<file path="src/rtl/serial_det_arbiter.sv">
// Round-robin sequencer sharing one serial bit detector between NUM_REQ requesters.
// Optional macro SDA_ERR_CNT_EN adds an 8-bit saturating err_cnt output.
module serial_det_arbiter #(
  parameter int NUM_REQ = 4,
  parameter int ID_W    = 2,
  parameter int CNT_W   = 8,
  parameter int MAX_LEN = 64
) (
  input  logic               clk,
  input  logic               reset,
  input  logic [NUM_REQ-1:0] req,
  input  logic [NUM_REQ-1:0] bit_in,
  input  logic [NUM_REQ-1:0] last,
  output logic [NUM_REQ-1:0] gnt,
  output logic               det_rst,
  output logic               det_inp,
  input  logic               det_z,
  output logic               done,
  output logic [ID_W-1:0]    done_id,
  output logic [CNT_W-1:0]   result,
  output logic               err,
`ifdef SDA_ERR_CNT_EN
  output logic [7:0]         err_cnt,
`endif
  output logic [1:0]         state_dbg
);

  // Handshake: a requester raises req and holds it until its done pulse; while
  // its gnt is high it presents one bit (and its last flag) per cycle, and
  // dropping req during its grant aborts the frame.

  localparam int BIT_W = $clog2(MAX_LEN + 1);

  typedef enum logic [1:0] {
    IDLE   = 2'd0,
    CLEAR  = 2'd1,
    STREAM = 2'd2,
    REPORT = 2'd3
  } state_t;

  state_t             state, state_nxt;
  logic [ID_W-1:0]    cur_id, ptr, pick_id;
  logic               pick_vld;
  logic [CNT_W-1:0]   hit_cnt, hit_nxt;
  logic [BIT_W-1:0]   bit_cnt;
  logic               cur_req, cur_last, abort, at_max, hit_inc;
  logic [NUM_REQ-1:0] gnt_d;
  logic               det_rst_d, done_d, err_d;

  assign state_dbg = state;
  assign cur_req   = req[cur_id];
  assign cur_last  = last[cur_id];
  assign abort     = !cur_req;
  assign at_max    = (bit_cnt == BIT_W'(MAX_LEN - 1));
  assign hit_inc   = det_z && !abort && (hit_cnt != {CNT_W{1'b1}});
  assign hit_nxt   = hit_cnt + CNT_W'(hit_inc);
  assign det_inp   = (state == STREAM) ? bit_in[cur_id] : 1'b0;

  // First active requester above the pointer, wrapping around.
  always_comb begin
    pick_vld = 1'b0;
    pick_id  = '0;
    for (int i = 1; i <= NUM_REQ; i++) begin
      if (!pick_vld && req[(int'(ptr) + i) % NUM_REQ]) begin
        pick_vld = 1'b1;
        pick_id  = ID_W'((int'(ptr) + i) % NUM_REQ);
      end
    end
  end

  always_ff @(posedge clk or posedge reset) begin
    if (reset) state <= IDLE;
    else       state <= state_nxt;
  end

  always_comb begin
    state_nxt = state;
    case (state)
      IDLE:    if (pick_vld) state_nxt = CLEAR;
      CLEAR:   state_nxt = STREAM;
      STREAM:  if (abort || cur_last || at_max) state_nxt = REPORT;
      REPORT:  state_nxt = IDLE;
      default: state_nxt = IDLE;
    endcase
  end

  // Outputs are computed from the next state so the registered copies line up with it.
  always_comb begin
    gnt_d     = '0;
    det_rst_d = 1'b0;
    done_d    = 1'b0;
    err_d     = 1'b0;
    if (state_nxt == STREAM) gnt_d = NUM_REQ'(1) << cur_id;
    if (state_nxt == CLEAR)  det_rst_d = 1'b1;
    if (state_nxt == REPORT) begin
      done_d = 1'b1;
      err_d  = abort || !cur_last;
    end
  end

  always_ff @(posedge clk or posedge reset) begin
    if (reset) begin
      gnt     <= '0;
      det_rst <= 1'b0;
      done    <= 1'b0;
      done_id <= '0;
      result  <= '0;
      err     <= 1'b0;
    end else begin
      gnt     <= gnt_d;
      det_rst <= det_rst_d;
      done    <= done_d;
      if (done_d) begin
        done_id <= cur_id;
        result  <= hit_nxt;
        err     <= err_d;
      end
    end
  end

  always_ff @(posedge clk or posedge reset) begin
    if (reset) begin
      cur_id  <= '0;
      ptr     <= ID_W'(NUM_REQ - 1);
      hit_cnt <= '0;
      bit_cnt <= '0;
    end else begin
      case (state)
        IDLE: if (pick_vld) begin
          cur_id  <= pick_id;
          hit_cnt <= '0;
          bit_cnt <= '0;
        end
        STREAM: begin
          hit_cnt <= hit_nxt;
          bit_cnt <= bit_cnt + BIT_W'(1);
        end
        REPORT: ptr <= cur_id;
        default: ;
      endcase
    end
  end

`ifdef SDA_ERR_CNT_EN
  always_ff @(posedge clk or posedge reset) begin
    if (reset)                                     err_cnt <= '0;
    else if (done_d && err_d && err_cnt != 8'hff) err_cnt <= err_cnt + 8'd1;
  end
`endif

endmodule
</file>
<file path="config.mk">
export PLATFORM = sky130hd
export DESIGN_NAME = serial_det_arbiter
export DESIGN_NICKNAME = d
export VERILOG_FILES = /design/src/rtl/serial_det_arbiter.sv
export SDC_FILE = /design/constraint.sdc
export NUM_CORES = 1
export LEC_CHECK = 0
export BUFFER_PORTS_ARGS = -buffer_cell sky130_fd_sc_hd__buf_2
export CORE_MARGIN = 3
export CORE_UTILIZATION = 30
export CTS_CLUSTER_SIZE = 24
export DETAILED_ROUTE_END_ITERATION = 10
export PLACE_DENSITY = 0.58
export SYNTH_ARGS = -nofsm -noshare
export SYNTH_HDL_FRONTEND = slang
export SYNTH_SLANG_ARGS = --single-unit
</file>
<file path="constraint.sdc">
create_clock -name clk -period 2 [get_ports clk]
set_input_delay 0.2 -clock clk [delete_from_list [all_inputs] [get_ports clk]]
set_output_delay 0.2 -clock clk [all_outputs]
set_load 0.01 [all_outputs]
</file>
==> out/qor.yml, run 1 <==
status: "complete, but fails checks"
violations: "negative setup slack"
multi_input_area_sq_um: 1030
synth_top_cell_area_share_pct: 46.5
coreArea_sq_um: 6100
finalSetupViolCount: 10
hold_path.class: "input port to asynchronous set/reset pin"
fp.dieArea_sq_um: 7450
via_count: 1518
cp_max_fo: 3
yosysUniqueCellTypes: 37
seq_area_sq_um: 953
clock_latency_ps: 280
synth_ff_type: "dfrtp_1"
netlist_area_sq_um: 1940
gr-usage-all-layers_pct: 12.4
htree_levels: 2
power_mw: 3.49
max_freq_ghz: 0.491
async_flop_share_pct: 100
cp-end-kind: "flop"
drtIter0Drc: 24
finalHoldViolCount: 0
grt_pass1_vias: 1545
synth_edf_count: 0
min_period_ps: 2040
grt_overflow: 0
port_buffers: 34
initial_core_util_pct: 31.8
wl_per_cell_um: 13.4
arrival_ps: 2200
wl_met2_um: 2010
crit_type: "flop to flop"
diodes: 0
nets: 267
dr.pass1.iters: 4
ys_warn_count: 0
finalCritPeriodShare_pct: 102
peakVddDrop_mv: 0.649
yosysMostFrequentCell: "dfrtp_1"
drive_gt1_share_pct: 44.7
post-route-drc-count: 0
synth.avg_cell_area_sq_um: 11.1
hold_slack_ps: 32.9
viasPerCell: 4.76
path_clk_slew_ps: 70
synth_top_area_cell: "dfrtp_1"
drt-met1-wl_um: 2030
place_congestion: 0.770
numClockSinks: 38
rsz0062_at_grt: "yes"
fill_cells: 582
io_pins: 35
relSlewSlack_pct: 67.1
die_h_um: 86.3
syn_nets: 196
fin_worst_skew_ps: 2.54
power_leakage_nw: 1.29
finish.utilization_pct: 43.2
routed_wl_um: 4270
die_x_um: 86.3
postRouteAntennaNets: 0
worst_pin_slew_ps: 493
wl_met3_um: 185
hpwl_um: 3130
cp_data_required_time_ps: 2170
synth_common_cells: "dfrtp_1, nand2_1, mux2_2"
grt_first_pass_wirelength_um: 7410
synth_area_leaders: "dfrtp_1, mux2_2, ha_1"
p_per_area_nw_per_um2: 1320
cts_buffer_depth: 2
ys_seq_area_share_pct: 49.3
ys_ff_latch: 38
cp-start-kind: "flop"
slew_viol_final: 0
cts_root_buffer: "clkbuf_8"
rows: 28
grt_max_degree: 39
drv_cap: 0
antenna_found_initial: 0
cts_tree: "yes"
syn_inst: 174
area_growth_pct: 36.0
cts_buffers: 5
top_layer: "met4"
fin_ws_ps: -36.7
[power by group]
part           internal, mW  switching, mW  leakage (nW)
combinational         0.959          0.949         0.745
sequential            0.967          0.102         0.501
clock                 0.266          0.246        0.0431
total                  2.19           1.30          1.29
[routing by layer]
layer / GRT usage (%) / vias to the layer above
li1: - / 757
met1: 16.6 / 731
met2: 20.0 / 28
met3: 2.38 / 2
met4: 4.25 / 0
met5: 0 / -
[logic make-up after synthesis]
family	after synthesis	share of synthesized area (%)
xor gates and xnor gates	8	3.62
muxes	16	11.4
AOI/OAI and AO/OA	29	11.8
adders and majority gates	7	4.52
DFF	38	49.3
and+or+nand+nor	64	16.2
buffers and inverters	12	3.17
[through the flow]
step / instance area, sq um / instances / TNS [ps] / setup WS [ps]
detailed placement: 2440 / 309 / -2010 / -205
floorplan: 1980 / 174 / -55.9 / -55.9
global route: 2630 / 319 / -847 / -107
global placement: 2440 / 309 / -1600 / -163
CTS: 2560 / 319 / -379 / -50.0
finish: 2630 / 319 / -179 / -36.7
[path summary, 6_finish.rpt]
kind / startpoint / endpoint / slack (ps) / cells past startpoint
min reg2reg: result[7]$_DFFE_PP0N_ / result[7]$_DFFE_PP0N_ / 500 / 1
max in group asynchronous: reset / ptr[1]$_DFFE_PP1N_ / 1610 / 3
min: reset / bit_cnt[6]$_DFFE_PP0P_ / 30 / 3
max reg2reg: cur_id[0]$_DFFE_PP0P_ / result[6]$_DFFE_PP0N_ / -40 / 8
min in group clk: req[1] / cur_id[1]$_DFFE_PP0P_ / 420 / 5
max: cur_id[0]$_DFFE_PP0P_ / result[6]$_DFFE_PP0N_ / -40 / 8
[cell usage in the layout (no fill, tap or decap), types with 2 or more instances in the layout]
master	n
a211oi_1	2
a21boi_0	2
a21oi_1	4
a22o_1	5
and2_1	4
buf_2	34
buf_4	31
buf_6	4
clkbuf_8	6
dfrtp_1	36
dfstp_2	2
ha_1	5
ha_4	2
inv_1	7
mux2_2	8
mux2_4	5
mux4_2	2
nand2_1	21
nand2b_1	5
nand2b_4	2
nand3_1	9
nor2_1	10
nor3_1	3
nor4_1	3
o21ai_0	5
xnor2_1	5
xor2_1	2
[sequential cells by signal, summed over array words and instances (netlist names), 2 cells and up]
register / count
hit_cnt: 8
result: 8
bit_cnt: 7
gnt: 4
cur_id: 2
done_id: 2
ptr: 2
state_dbg: 2
[critical path, stage by stage (launching register included)]
cell,delay [ps]
dfrtp_1,370
mux4_2,550
o311a_4,150
ha_4,170
ha_4,160
nand3_4,70
nor2_4,40
xor2_2,140
mux2_4,260
[final cells by class]
cell class,instances,share of cell area [%]
timing repair buffer,69,17.0
inverter,7,0.998
tap,75,3.56
multi-input combinational,124,39.1
clock buffer,6,3.14
sequential,38,36.2
[what timing repair did]
| action | CTS | global route |
|---|---|---|
| endpoints found under the setup margin | 11 | 19 |
| hold buffers | 0 | 0 |
| setup buffers | 4 | 0 |
| gates resized for setup | 3 | 17 |
| pin swaps | 3 | 2 |
Power figures use the tool's default switching activity.
==> inputs of run 2 (changes only) <==
- CORE_UTILIZATION: 30 -> 49
- PLACE_DENSITY: 0.58 -> 0.82
- SLEW_MARGIN: not set -> 20
==> out/qor.yml, run 2 (synthesis gave the netlist of run 1 again) <==
rows: 22
finalHoldViolCount: 0
gr-usage-all-layers_pct: 20.8
seq_area_sq_um: 953
critical_path.max_stage_delay_ps: 560
rsz0062_at_grt: "yes"
dr.pass1.iters: 4
cts_buffer_depth: 2
die_x_um: 68.9
area_growth_pct: 26.6
die_h_um: 68.9
timing.rr.start: "cur_id[0]$_DFFE_PP0P_"
reg2regPathDepth: 8
drtIter0Drc: 114
place_congestion: 0.854
cp_data_required_time_ps: 2180
finalSetupViolCount: 3
hpwl_um: 3160
cts_setup_buffers: 0
violations: "negative setup slack"
cp-end-kind: "flop"
relSlewSlack_pct: 67.9
cts_hold_buf: 0
arrival_ps: 2260
drive_gt1_share_pct: 39.3
status: "complete, but fails checks"
slowest_stage: "mux4_2"
final_common_cell: "dfrtp_1"
cts_root_buffer: "clkbuf_8"
grt_pass1_vias: 1560
htree_levels: 2
rrSetupSlack_ps: -80
cpMostUsedCell: "ha_4"
grt_max_degree: 39
hold_path.class: "input port to asynchronous set/reset pin"
fin_worst_skew_ps: 3.75
diodes: 0
fill_cells: 304
cp_max_fo: 3
p_per_area_nw_per_um2: 1360
cts_buffers: 5
viasPerCell: 5.40
cp-start-kind: "flop"
fin_ws_ps: -78.8
layoutNonFillerInstCount: 277
cts_tree: "yes"
worstSetupStartpoint: "cur_id[0]$_DFFE_PP0P_"
numClockSinks: 38
slew_viol_final: 0
reg_top3: "hit_cnt x8, result x8, bit_cnt x7"
worst_pin_slew_ps: 481
grt_overflow: 0
fp.dieArea_sq_um: 4740
path_cells: "mux4_2 -> o311a_4 -> ha_4 -> ha_4 -> nand3_4 -> nor2_4 -> xor2_2 -> mux2_4"
multi_input_area_sq_um: 987
postRouteAntennaNets: 0
port_buffers: 34
min_period_ps: 2080
numPlacedInstances: 269
max_freq_ghz: 0.481
crit_type: "flop to flop"
clock_latency_ps: 290
post-route-drc-count: 0
timing.rr.end: "result[6]$_DFFE_PP0N_"
via_count: 1495
coreArea_sq_um: 3740
grt_first_pass_wirelength_um: 7020
io_pins: 35
power_leakage_nw: 1.20
antenna_found_initial: 0
path_clk_slew_ps: 70
hold_slack_ps: 11.4
routed_wl_um: 4250
wl_per_cell_um: 15.3
critPathCapture: "result[6]$_DFFE_PP0N_"
finalCritPeriodShare_pct: 104
drv_cap: 0
initial_core_util_pct: 51.7
final_cell_mix: "dfrtp_1, buf_2, nand2_1"
peakVddDrop_mv: 0.852
nets: 250
[run 2: cell types whose count changed in the layout (fill, tap and decap cells not counted), moves of 2 or more]
cell	delta
nand2b_1	+2
buf_6	-4
mux2_2	+4
mux2_4	-4
nand2b_4	-2
clkbuf_1	+2
buf_4	-14
[run 2: worst min path at each step]
stage	startpoint	to	slack, ps	cells past startpoint
final	reset	hit_cnt[4]$_DFFE_PP0P_	10	3
after global routing	reset	result[2]$_DFFE_PP0N_	60	3
after CTS	reset	hit_cnt[6]$_DFFE_PP0P_	20	3
after detailed placement	reset	result[2]$_DFFE_PP0N_	340	3
after global placement	reset	result[2]$_DFFE_PP0N_	330	3
after floorplan	reset	bit_cnt[0]$_DFFE_PP0P_	390	1
[run 2: timing repair]
action,CTS,global route
endpoints found under the setup margin,7,14
pin swaps,0,3
gates resized for setup,1,10
[run 2: final cells by class]
type	count	area share (%)
Timing Repair Buffer	52	13.0
Sequential cell	38	38.9
Inverter	7	1.07
Tap cell	48	2.45
Multi-Input combinational cell	124	40.3
Clock buffer	7	3.11
Clock inverter	1	1.23
[run 2: per-layer routing]
layer	vias up	routed length (um)	part of all wire (%)	global-route usage, %
li1	718	-	-	-
met1	717	1650	39	22.2
met2	50	2200	52	36.5
met3	10	290	6.8	7.78
met4	0	101	2.4	9.00
met5	-	0	0	0
[run 2: through the flow]
step	cell area, sq um	power (mW)	setup slack (ps)	util [%]	setup TNS (ps)
after global routing	2450	3.58	-122	65.5	-728
final	2450	3.33	-78.8	65.5	-83.2
after CTS	2420	3.34	-71.2	64.8	-106
after floorplan	1980	2.16	-55.9	-	-55.9
after detailed placement	2320	2.70	-64.6	61.9	-102
after global placement	2320	2.62	2.59	61.9	0
[run 2: report_power, final]
part	switching [mW]	total [mW]	leakage, nW	internal, mW
sequential	0.107	1.07	0.501	0.967
combinational	0.886	1.62	0.649	0.735
clock	0.259	0.631	0.0524	0.373
total	1.25	3.33	1.20	2.08
[run 2: worst max-delay path: cells and delay by family (launching register included)]
family	cells	cell delay (ps)
AOI/OAI and AO/OA	1	160
adders and majority gates	2	340
DFF	1	380
and+or+nand+nor	2	110
muxes	2	830
xor gates and xnor gates	1	140
==> inputs of run 3 (changes only) <==
- PLACE_DENSITY: 0.82 -> 0.74
==> out/qor.yml, run 3 (synthesis gave the netlist of run 1 again) <==
status: "complete, but fails checks"
violations: "negative setup slack"
critical_path.max_stage_delay_ps: 550
worstSetupStartpoint: "cur_id[0]$_DFFE_PP0P_"
relSlewSlack_pct: 63.2
hpwl_um: 3230
critPathCapture: "result[6]$_DFFE_PP0N_"
grt_first_pass_wirelength_um: 7000
min_period_ps: 2060
finish.utilization_pct: 65.4
grt_use_met3_pct: 4.38
finalHoldViolCount: 0
grt_overflow: 0
cp-start-kind: "flop"
rows: 22
rsz0062_at_grt: "yes"
via_count: 1494
viasPerCell: 5.35
multi_input_area_sq_um: 983
clock_latency_ps: 290
final_cell_mix: "dfrtp_1, buf_2, nand2_1"
timing.rr.end: "result[6]$_DFFE_PP0N_"
slew_viol_final: 0
cts_buffer_depth: 2
reg_top3: "hit_cnt x8, result x8, bit_cnt x7"
htree_levels: 2
fin_worst_skew_ps: 2.24
final_common_cell: "dfrtp_1"
grt_pass1_vias: 1492
area_growth_pct: 26.4
rrSetupSlack_ps: -60
cts_root_buffer: "clkbuf_8"
nets: 253
fp.dieArea_sq_um: 4740
busiest_layer: "met2"
cpMostUsedCell: "ha_4"
cp_data_required_time_ps: 2180
routed_wl_um: 4280
diodes: 0
cts_tree: "yes"
hold_path.class: "input port to asynchronous set/reset pin"
numPlacedInstances: 270
die_h_um: 68.9
antenna_found_initial: 0
wl_per_cell_um: 15.3
path_clk_slew_ps: 70
io_pins: 35
grt_max_degree: 39
initial_core_util_pct: 51.7
gr-usage-met2_pct: 34.3
place_congestion: 0.985
die_x_um: 68.9
fin_ws_ps: -63.1
crit_type: "flop to flop"
drv_cap: 0
drive_gt1_share_pct: 39.8
cp-end-kind: "flop"
layoutNonFillerInstCount: 279
coreArea_sq_um: 3740
numClockSinks: 38
p_per_area_nw_per_um2: 1340
cp_max_fo: 3
seq_area_sq_um: 953
peakVddDrop_mv: 1.04
dr.pass1.iters: 4
gr-usage-all-layers_pct: 20.1
fill_cells: 298
port_buffers: 34
worst_pin_slew_ps: 552
power_leakage_nw: 1.20
drtIter0Drc: 94
max_freq_ghz: 0.485
finalSetupViolCount: 10
path_cells: "mux4_2 -> o311a_4 -> ha_4 -> ha_4 -> nand3_4 -> nor2_2 -> xor2_1 -> mux2_4"
slowest_stage: "mux4_2"
timing.rr.start: "cur_id[0]$_DFFE_PP0P_"
reg2regPathDepth: 8
finalCritPeriodShare_pct: 103
met1_usage_pct: 24.9
cts_buffers: 5
arrival_ps: 2240
postRouteAntennaNets: 0
post-route-drc-count: 0
[run 3: routing by layer]
layer / vias to the layer above / share of wire [%]
li1: 732 / -
met1: 718 / 43
met2: 37 / 50
met3: 7 / 4.8
met4: 0 / 1.5
met5: - / 0
[run 3: worst max-delay path, delay by kind of cell (launching register included)]
family          cells  cell delay [ps]
xor+xnor            1              150
compound gates      1              160
mux                 2              810
fa+ha+maj           2              350
flops               1              380
simple gates        2              100
[run 3: metrics by stage]
stage          setup WS [ps]  hold WS, ps  setup TNS, ps  area (sq um)  total power, mW
2_1_floorplan          -55.9          391          -55.9          1980             2.16
3_3_place_gp            7.87          321              0          2330             2.65
3_5_place_dp           -59.0          341           -261          2330             2.73
4_1_cts                -44.4         30.5          -44.4          2420             3.24
5_1_grt                 -120         77.7           -843          2450             3.49
6_report               -63.1         14.7           -157          2450             3.28
[run 3: power by group]
group / switching, mW / internal (mW) / total [mW]
Clock: 0.253 / 0.240 / 0.493
Combinational: 0.916 / 0.799 / 1.72
Sequential: 0.104 / 0.968 / 1.07
Total: 1.27 / 2.01 / 3.28
[run 3: final cells by class]
cell class	count	share of cell area [%]
Inverter	7	1.07
Sequential cell	38	39.0
Multi-Input combinational cell	124	40.2
Timing Repair Buffer	55	14.2
Clock buffer	7	3.12
Tap cell	48	2.45
[run 3: how the worst min path moves through the flow]
stage	endpoint	slack (ps)	cells past startpoint
final	done$_DFF_PP0_	10	3
after global routing	gnt[0]$_DFF_PP0_	80	3
after CTS	err$_DFFE_PP0N_	30	3
after detailed placement	done$_DFF_PP0_	340	3
after global placement	done$_DFF_PP0_	320	3
after floorplan	bit_cnt[0]$_DFFE_PP0P_	390	1
[run 3: timing repair]
action	CTS	global route
setup endpoints to repair	11	16
pin swaps	2	2
setup buffers	1	1
resized for setup	3	9
hold buffers	0	0
cloned	0	0
